[config.mk]
export PLATFORM = sky130hd
export DESIGN_NAME = seq_controller
export DESIGN_NICKNAME = d
export VERILOG_FILES = /design/src/rtl/seq_controller.sv
export SDC_FILE = /design/constraint.sdc
export NUM_CORES = 1
export LEC_CHECK = 0
export ABC_AREA = 1
export CAP_MARGIN = 40
export CORE_AREA = 2 2 106 108
export CTS_CLUSTER_DIAMETER = 80
export DETAILED_ROUTE_END_ITERATION = 8
export DIE_AREA = 0 0 108 110
export GPL_ROUTABILITY_DRIVEN = 1
export PLACE_DENSITY = 0.52
export SYNTH_ARGS = -nofsm -noshare
export SYNTH_HDL_FRONTEND = slang
export SYNTH_SLANG_ARGS = --single-unit
[constraint.sdc]
create_clock -name i_clk -period 3 [get_ports i_clk]
set_input_delay 0.6 -clock i_clk [delete_from_list [all_inputs] [get_ports i_clk]]
set_output_delay 0.6 -clock i_clk [all_outputs]
set_load 0.03 [all_outputs]
[src/rtl/seq_controller.sv]
// ---------------------------------------------------------------------------
// seq_controller
// Multi-cycle control unit for the simple processor. It fetches an instruction
// from ROM, decodes it, and then spends several cycles driving register-file,
// ALU, immediate and RAM strobes for that instruction.
//
// Optional feature macro: SEQ_CTRL_STEP_EN
//   When defined, an i_step input is added. After each instruction the
//   controller waits in PAUSE until i_step is seen high.
//
// Ports
//   i_clk, i_rst        clock, asynchronous active-high reset
//   i_start             run enable, checked in IDLE before every fetch
//   i_rom_ready         ROM data on i_ir is valid
//   i_ir                instruction {opcode, rd, addr/imm}; rs = top RF_AW bits of addr
//   i_alu_zero          ALU zero flag, used by JZ/JNZ
//   i_step              (SEQ_CTRL_STEP_EN only) leave PAUSE
//   o_pc, o_rom_en      ROM address and fetch request
//   o_en_rf, o_r_wf     RF enable; r_wf 1 = read, 0 = write
//   o_sel_rf            RF address
//   o_en_reg/alu/imm    operand register, ALU and immediate register strobes
//   o_sel_alu           000 pass, 001 zero-test, 010 add, 011 sub, 100 shl
//   o_sel_mux           ALU B source: 00 imm, 01 RF, 10 RAM
//   o_imm               immediate value
//   o_cs_ram, o_wr_ram  RAM select / write, o_addr_ram RAM address
//   o_halted            HALT executed
//   o_illegal           one-cycle pulse on an undefined opcode
//
// State   | meaning
// IDLE    | waiting for i_start
// FETCH   | rom_en high until i_rom_ready, instruction latched
// DECODE  | pc incremented, dispatch on opcode
// E1..E5  | execute cycles, count depends on opcode
// RETIRE  | instruction finished
// HALTED  | HALT executed, held until reset
// PAUSE   | (SEQ_CTRL_STEP_EN) waiting for i_step
// ---------------------------------------------------------------------------
module seq_controller #(
    parameter  int PC_W  = 8,
    parameter  int RF_AW = 4,
    localparam int IR_W  = 4 + RF_AW + PC_W
) (
    input  logic              i_clk,
    input  logic              i_rst,
    input  logic              i_start,
    input  logic              i_rom_ready,
`ifdef SEQ_CTRL_STEP_EN
    input  logic              i_step,
`endif
    input  logic [IR_W-1:0]   i_ir,
    input  logic              i_alu_zero,
    output logic [PC_W-1:0]   o_pc,
    output logic              o_rom_en,
    output logic              o_en_rf,
    output logic              o_r_wf,
    output logic [RF_AW-1:0]  o_sel_rf,
    output logic              o_en_reg,
    output logic              o_en_alu,
    output logic              o_en_imm,
    output logic [2:0]        o_sel_alu,
    output logic [1:0]        o_sel_mux,
    output logic [PC_W-1:0]   o_imm,
    output logic              o_cs_ram,
    output logic              o_wr_ram,
    output logic [PC_W-1:0]   o_addr_ram,
    output logic              o_halted,
    output logic              o_illegal
);

    typedef enum logic [3:0] {
        S_IDLE, S_FETCH, S_DECODE, S_E1, S_E2, S_E3, S_E4, S_E5,
        S_RETIRE, S_HALTED
`ifdef SEQ_CTRL_STEP_EN
        , S_PAUSE
`endif
    } state_t;

    localparam logic [3:0] OP_MOV   = 4'b0010;
    localparam logic [3:0] OP_LOADI = 4'b0011;
    localparam logic [3:0] OP_ADD   = 4'b0100;
    localparam logic [3:0] OP_SUB   = 4'b0101;
    localparam logic [3:0] OP_JZ    = 4'b0110;
    localparam logic [3:0] OP_SHL   = 4'b0111;
    localparam logic [3:0] OP_STORE = 4'b1000;
    localparam logic [3:0] OP_LOAD  = 4'b1001;
    localparam logic [3:0] OP_JNZ   = 4'b1010;
    localparam logic [3:0] OP_JMP   = 4'b1011;
    localparam logic [3:0] OP_HALT  = 4'b1111;

    state_t             r_state, w_state_nxt;
    logic [3:0]         r_op;
    logic [RF_AW-1:0]   r_rd, r_rs;
    logic [PC_W-1:0]    r_addr;

    logic [PC_W-1:0]    r_pc, w_pc_nxt;
    logic               r_rom_en, w_rom_en_nxt;
    logic               r_en_rf, w_en_rf_nxt;
    logic               r_r_wf, w_r_wf_nxt;
    logic [RF_AW-1:0]   r_sel_rf, w_sel_rf_nxt;
    logic               r_en_reg, w_en_reg_nxt;
    logic               r_en_alu, w_en_alu_nxt;
    logic               r_en_imm, w_en_imm_nxt;
    logic [2:0]         r_sel_alu, w_sel_alu_nxt;
    logic [1:0]         r_sel_mux, w_sel_mux_nxt;
    logic [PC_W-1:0]    r_imm, w_imm_nxt;
    logic               r_cs_ram, w_cs_ram_nxt;
    logic               r_wr_ram, w_wr_ram_nxt;
    logic [PC_W-1:0]    r_addr_ram, w_addr_ram_nxt;
    logic               r_halted, w_halted_nxt;
    logic               r_illegal, w_illegal_nxt;

    logic [2:0]         w_len;
    logic [2:0]         w_step;
    logic [2:0]         w_nstep;

    // Number of execute cycles; zero marks an undefined opcode.
    function automatic logic [2:0] exec_len(input logic [3:0] op);
        case (op)
            OP_LOADI, OP_MOV, OP_JZ, OP_JNZ, OP_STORE, OP_LOAD: exec_len = 3'd3;
            OP_ADD, OP_SUB, OP_SHL:                             exec_len = 3'd5;
            OP_JMP:                                             exec_len = 3'd1;
            default:                                            exec_len = 3'd0;
        endcase
    endfunction

    function automatic logic [2:0] e_index(input state_t s);
        case (s)
            S_E1:    e_index = 3'd1;
            S_E2:    e_index = 3'd2;
            S_E3:    e_index = 3'd3;
            S_E4:    e_index = 3'd4;
            S_E5:    e_index = 3'd5;
            default: e_index = 3'd0;
        endcase
    endfunction

    always_ff @(posedge i_clk or posedge i_rst) begin
        if (i_rst) begin
            r_state    <= S_IDLE;
            r_op       <= '0;
            r_rd       <= '0;
            r_rs       <= '0;
            r_addr     <= '0;
            r_pc       <= '0;
            r_rom_en   <= 1'b0;
            r_en_rf    <= 1'b0;
            r_r_wf     <= 1'b0;
            r_sel_rf   <= '0;
            r_en_reg   <= 1'b0;
            r_en_alu   <= 1'b0;
            r_en_imm   <= 1'b0;
            r_sel_alu  <= 3'b000;
            r_sel_mux  <= 2'b01;
            r_imm      <= '0;
            r_cs_ram   <= 1'b0;
            r_wr_ram   <= 1'b0;
            r_addr_ram <= '0;
            r_halted   <= 1'b0;
            r_illegal  <= 1'b0;
        end else begin
            r_state    <= w_state_nxt;
            if (r_state == S_FETCH && i_rom_ready) begin
                r_op   <= i_ir[IR_W-1 -: 4];
                r_rd   <= i_ir[PC_W+RF_AW-1 -: RF_AW];
                r_rs   <= i_ir[PC_W-1 -: RF_AW];
                r_addr <= i_ir[PC_W-1:0];
            end
            r_pc       <= w_pc_nxt;
            r_rom_en   <= w_rom_en_nxt;
            r_en_rf    <= w_en_rf_nxt;
            r_r_wf     <= w_r_wf_nxt;
            r_sel_rf   <= w_sel_rf_nxt;
            r_en_reg   <= w_en_reg_nxt;
            r_en_alu   <= w_en_alu_nxt;
            r_en_imm   <= w_en_imm_nxt;
            r_sel_alu  <= w_sel_alu_nxt;
            r_sel_mux  <= w_sel_mux_nxt;
            r_imm      <= w_imm_nxt;
            r_cs_ram   <= w_cs_ram_nxt;
            r_wr_ram   <= w_wr_ram_nxt;
            r_addr_ram <= w_addr_ram_nxt;
            r_halted   <= w_halted_nxt;
            r_illegal  <= w_illegal_nxt;
        end
    end

    // Outputs are registered, so they are computed from the state being
    // entered: the strobes of E<n> are visible while the FSM sits in E<n>.
    always_comb begin
        w_len          = exec_len(r_op);
        w_step         = e_index(r_state);
        w_state_nxt    = r_state;

        case (r_state)
            S_IDLE:   if (i_start) w_state_nxt = S_FETCH;
            S_FETCH:  if (i_rom_ready) w_state_nxt = S_DECODE;
            S_DECODE: begin
                if (r_op == OP_HALT)     w_state_nxt = S_HALTED;
                else if (w_len == 3'd0)  w_state_nxt = S_RETIRE;
                else                     w_state_nxt = S_E1;
            end
            S_E1, S_E2, S_E3, S_E4, S_E5: begin
                if (w_step >= w_len) w_state_nxt = S_RETIRE;
                else begin
                    case (w_step)
                        3'd1:    w_state_nxt = S_E2;
                        3'd2:    w_state_nxt = S_E3;
                        3'd3:    w_state_nxt = S_E4;
                        default: w_state_nxt = S_E5;
                    endcase
                end
            end
`ifdef SEQ_CTRL_STEP_EN
            S_RETIRE: w_state_nxt = S_PAUSE;
            S_PAUSE:  if (i_step) w_state_nxt = S_IDLE;
`else
            S_RETIRE: w_state_nxt = S_IDLE;
`endif
            S_HALTED: w_state_nxt = S_HALTED;
            default:  w_state_nxt = S_IDLE;
        endcase

        w_nstep        = e_index(w_state_nxt);

        w_pc_nxt       = r_pc;
        w_rom_en_nxt   = (w_state_nxt == S_FETCH);
        w_en_rf_nxt    = 1'b0;
        w_r_wf_nxt     = r_r_wf;
        w_sel_rf_nxt   = r_sel_rf;
        w_en_reg_nxt   = 1'b0;
        w_en_alu_nxt   = 1'b0;
        w_en_imm_nxt   = 1'b0;
        w_sel_alu_nxt  = r_sel_alu;
        w_sel_mux_nxt  = 2'b01;
        w_imm_nxt      = r_imm;
        w_cs_ram_nxt   = 1'b0;
        w_wr_ram_nxt   = 1'b0;
        w_addr_ram_nxt = r_addr_ram;
        w_halted_nxt   = (w_state_nxt == S_HALTED);
        w_illegal_nxt  = (r_state == S_DECODE) && (w_state_nxt == S_RETIRE);

        // Jump targets are applied after DECODE, so they override its increment.
        if (r_state == S_DECODE)
            w_pc_nxt = r_pc + PC_W'(1);
        if (r_state == S_E1 && r_op == OP_JMP)
            w_pc_nxt = r_addr;
        if (r_state == S_E3 && ((r_op == OP_JZ && i_alu_zero) ||
                                (r_op == OP_JNZ && !i_alu_zero)))
            w_pc_nxt = r_addr;

        case (r_op)
            OP_LOADI: case (w_nstep)
                3'd1: begin w_imm_nxt = r_addr; w_en_imm_nxt = 1'b1; end
                3'd2: begin w_sel_mux_nxt = 2'b00; w_en_alu_nxt = 1'b1; w_sel_alu_nxt = 3'b000; end
                3'd3: begin w_en_rf_nxt = 1'b1; w_r_wf_nxt = 1'b0; w_sel_rf_nxt = r_rd; end
                default: ;
            endcase
            OP_MOV: case (w_nstep)
                3'd1: begin w_en_rf_nxt = 1'b1; w_r_wf_nxt = 1'b1; w_sel_rf_nxt = r_rs; end
                3'd2: begin w_en_alu_nxt = 1'b1; w_sel_alu_nxt = 3'b000; end
                3'd3: begin w_en_rf_nxt = 1'b1; w_r_wf_nxt = 1'b0; w_sel_rf_nxt = r_rd; end
                default: ;
            endcase
            OP_ADD, OP_SUB: case (w_nstep)
                3'd1: begin w_en_rf_nxt = 1'b1; w_r_wf_nxt = 1'b1; w_sel_rf_nxt = r_rs; end
                3'd2: w_en_reg_nxt = 1'b1;
                3'd3: begin w_en_rf_nxt = 1'b1; w_r_wf_nxt = 1'b1; w_sel_rf_nxt = r_rd; end
                3'd4: begin
                    w_en_alu_nxt  = 1'b1;
                    w_sel_alu_nxt = (r_op == OP_ADD) ? 3'b010 : 3'b011;
                end
                3'd5: begin w_en_rf_nxt = 1'b1; w_r_wf_nxt = 1'b0; w_sel_rf_nxt = r_rd; end
                default: ;
            endcase
            OP_SHL: case (w_nstep)
                3'd1: begin w_imm_nxt = r_addr; w_en_imm_nxt = 1'b1; end
                3'd2: begin w_sel_mux_nxt = 2'b00; w_en_reg_nxt = 1'b1; end
                3'd3: begin w_en_rf_nxt = 1'b1; w_r_wf_nxt = 1'b1; w_sel_rf_nxt = r_rd; end
                3'd4: begin w_en_alu_nxt = 1'b1; w_sel_alu_nxt = 3'b100; end
                3'd5: begin w_en_rf_nxt = 1'b1; w_r_wf_nxt = 1'b0; w_sel_rf_nxt = r_rd; end
                default: ;
            endcase
            OP_JZ, OP_JNZ: case (w_nstep)
                3'd1: begin w_en_rf_nxt = 1'b1; w_r_wf_nxt = 1'b1; w_sel_rf_nxt = r_rd; end
                3'd2: begin w_en_alu_nxt = 1'b1; w_sel_alu_nxt = 3'b001; end
                default: ;
            endcase
            OP_STORE: case (w_nstep)
                3'd1: begin w_en_rf_nxt = 1'b1; w_r_wf_nxt = 1'b1; w_sel_rf_nxt = r_rd; end
                3'd2: begin w_en_alu_nxt = 1'b1; w_sel_alu_nxt = 3'b000; end
                3'd3: begin w_cs_ram_nxt = 1'b1; w_wr_ram_nxt = 1'b1; w_addr_ram_nxt = r_addr; end
                default: ;
            endcase
            OP_LOAD: case (w_nstep)
                3'd1: begin w_cs_ram_nxt = 1'b1; w_wr_ram_nxt = 1'b0; w_addr_ram_nxt = r_addr; end
                3'd2: begin w_sel_mux_nxt = 2'b10; w_en_alu_nxt = 1'b1; w_sel_alu_nxt = 3'b000; end
                3'd3: begin w_en_rf_nxt = 1'b1; w_r_wf_nxt = 1'b0; w_sel_rf_nxt = r_rd; end
                default: ;
            endcase
            default: ;
        endcase
    end

    assign o_pc       = r_pc;
    assign o_rom_en   = r_rom_en;
    assign o_en_rf    = r_en_rf;
    assign o_r_wf     = r_r_wf;
    assign o_sel_rf   = r_sel_rf;
    assign o_en_reg   = r_en_reg;
    assign o_en_alu   = r_en_alu;
    assign o_en_imm   = r_en_imm;
    assign o_sel_alu  = r_sel_alu;
    assign o_sel_mux  = r_sel_mux;
    assign o_imm      = r_imm;
    assign o_cs_ram   = r_cs_ram;
    assign o_wr_ram   = r_wr_ram;
    assign o_addr_ram = r_addr_ram;
    assign o_halted   = r_halted;
    assign o_illegal  = r_illegal;

endmodule

==> flow_summary.ini <==
[floorplan]
die_h_um = 110
fp.dieArea_um2 = 11900
num_rows = 38
initial_core_util_pct = 29.2
coreArea_um2 = 10700
io_pins = 64
die_w_um = 108

[sta]
hold_viol = 0
fin_setup_tns_ns = 0
finalSetupViolCount = 0
fin_skew_ns = 0.00813
worstMarginPinSlew_ns = 0.466
post-route-period-util_pct = 90.0
report.final.slew_viol_count = 0
relSlewSlack_pct = 68.8
rsz0062_at_grt = false
whs_ns = 0.475
clock.fmax_mhz = 370
period_needed_ns = 2.70

[detailed_routing]
wl_per_cell_um = 13.5
routed_wl_um = 8070
post-route-drc-count = 0
drt-initial-drc-count = 124
routed-via-count = 2673
firstDrtPassIters = 4
vias_per_cell = 4.47
ant_nets = 0

[clock_network]
numCtsBuffers = 9
cts_tree = built
cts.root.buffer_cell = clkbuf_8
cts_setup_buffers = 0
clkTransAtPathRegs_ns = 0.07
post_cts_resized = 0
hold_buffers = 0
cts_max_level = 3
cts_sinks = 63
clkLatencyLatePin_ns = 0.35
cts_buffer_depth = 2

[synth]
synth_area_um2 = 3130
ys_seq_area_share_pct = 50.4
synth_cell_types = 34
ys_ff_latch = 63
avgSynthCellArea_um2 = 8.19
async_flop_share_pct = 100
postSynthCellCount = 382
synth_warnings = 0
synth_ff_type = dfrtp_1
syn_nets = 407
synth-edff-count = 0

[setup_path]
critPathArrivalTime_ns = 2.98
worstPathCellList = inv_1 > nand2_2 > nor2_2 > inv_1 > ha_1 > a21oi_1 > nand3_1 > nor2_4 > nand2_4 > nand2_4 > nand2_4 > nand2_1 > nand3_2 > nand2_2 > nand2_1 > nand2_1
ff2ff_path_depth = 16
critPathKind = flip-flop to flip-flop
critPathLaunchType = flip-flop
cp_slowest_cell = dfrtp_1
r2r_slack_ns = 0.30
end_kind = flip-flop
critPathMaxFanout = 9
rr_startpoint = r_op[3]$_DFFE_PP0P_
crit_path_start = r_op[3]$_DFFE_PP0P_
required_ns = 3.28
rr_endpoint = o_sel_rf[1]$_DFFE_PP0P_
critPathMaxStageDelay_ns = 0.42

[placement]
place.gp.congestion = 0.851
placed_cells = 582
hpwl_um = 5910
port_buffers = 63

[status]
status = finished clean

[global_routing]
antenna_found_initial = 0
grt_pass1_vias = 2665
grt_pass1_wl_um = 13200
grt_max_degree = 64
grtUsageTotal_pct = 14.8
overflow = 0

[finish]
fin_cells = 598
final_common_cell = nand2_1
drive_above_1_share_pct = 10.9
mostFrequentLayoutCells = 100 x nand2_1, 63 x clkdlybuf4s50_1, 62 x dfrtp_1
num_antenna_cells = 0
area_growth_syn_to_layout_pct = 32.2
nets = 478

[min_path]
min_to = o_imm[0]$_DFFE_PP0P_
whs_path_depth = 2
holdCritStartpoint = o_imm[0]$_DFFE_PP0P_
hold_class = flip-flop to flip-flop

[job]
cap_violations = 0

[pwr]
p_switching_uw = 2050
power.internal_uw = 2380
p_comb_share_pct = 50.8
p_per_area_nw_per_um2 = 1070
pwr-share-seq_pct = 32.2
p_sw_share_pct = 46.3
irDropWorstVdd_uv = 449
leakagePower_uw = 0.00198
power_frac_clock_pct = 17.0
-- per-layer routing --
metal | vias up | track usage [%] | wire [um]
li1 | 1360 | - | -
met1 | 1236 | 20.5 | 3950
met2 | 67 | 21.6 | 3610
met3 | 10 | 4.06 | 404
met4 | 0 | 6.50 | 110
met5 | - | 0 | 0
-- stage by stage --
step | utilization, % | total power (uW) | setup WS (ns) | area [um^2]
after floorplan | - | 2890 | 0.622 | 3130
after global placement | 36.8 | 3690 | 0.416 | 3930
after detailed placement | 36.8 | 3700 | 0.277 | 3930
after CTS | 38.6 | 4470 | 0.257 | 4130
after global routing | 38.6 | 4790 | 0.0108 | 4130
final | 38.6 | 4430 | 0.300 | 4130
-- power by group through the flow --
stage	registers, uW	logic [uW]	clock network (uW)
finish	1430	2250	753
global route	1480	2500	820
CTS	1430	2270	774
detailed placement	1440	2260	0
global placement	1440	2240	0
floorplan	1770	1110	0
-- cell families after synthesis --
kind of cell,Yosys count,share of synthesized area [%]
and+or+nand+nor,189,27.5
buffers and inverters,68,8.64
DFF,63,50.4
adders and majority gates,4,1.60
AOI/OAI and AO/OA,53,10.2
xor gates and xnor gates,3,0.840
muxes,2,0.720
-- critical path, delay by kind of cell (launching register included) --
kind | cells | cell delay [ns]
compound gates | 1 | 0.17
simple gates | 12 | 1.52
fa+ha+maj | 1 | 0.31
flops | 1 | 0.42
buf+inv | 2 | 0.21
-- synth_stat cells (all sizes together), types with 4 or more instances --
master	n	share of area (%)
nand2	109	14
dfrtp	62	50
inv	60	7.2
nand3	41	7.3
o21ai	38	6.7
nor2	31	4.4
a21oi	6	1.3
nor3	5	0.80
clkbuf	4	0.48
ha	4	1.6
o221ai	4	1.1
-- cell type report --
class	instances	area (um^2)
Sequential cell	63	1580
Clock inverter	7	73.8
Multi-Input combinational cell	251	1280
Timing Repair Buffer	66	666
Tap cell	140	175
Clock buffer	9	124
Inverter	62	235
Fill cell	1113	6560
-- worst max path at each step --
stage,end,slack [ns],cells after the start
after floorplan,o_addr_ram[0]$_DFFE_PP0P_,0.62,17
final,o_sel_rf[1]$_DFFE_PP0P_,0.30,16
after CTS,o_addr_ram[0]$_DFFE_PP0P_,0.26,16
after detailed placement,o_addr_ram[0]$_DFFE_PP0P_,0.28,16
after global routing,o_addr_ram[7]$_DFFE_PP0P_,0.01,16
after global placement,o_sel_rf[3]$_DFFE_PP0P_,0.42,16
(Power assumes the default switching activity.)
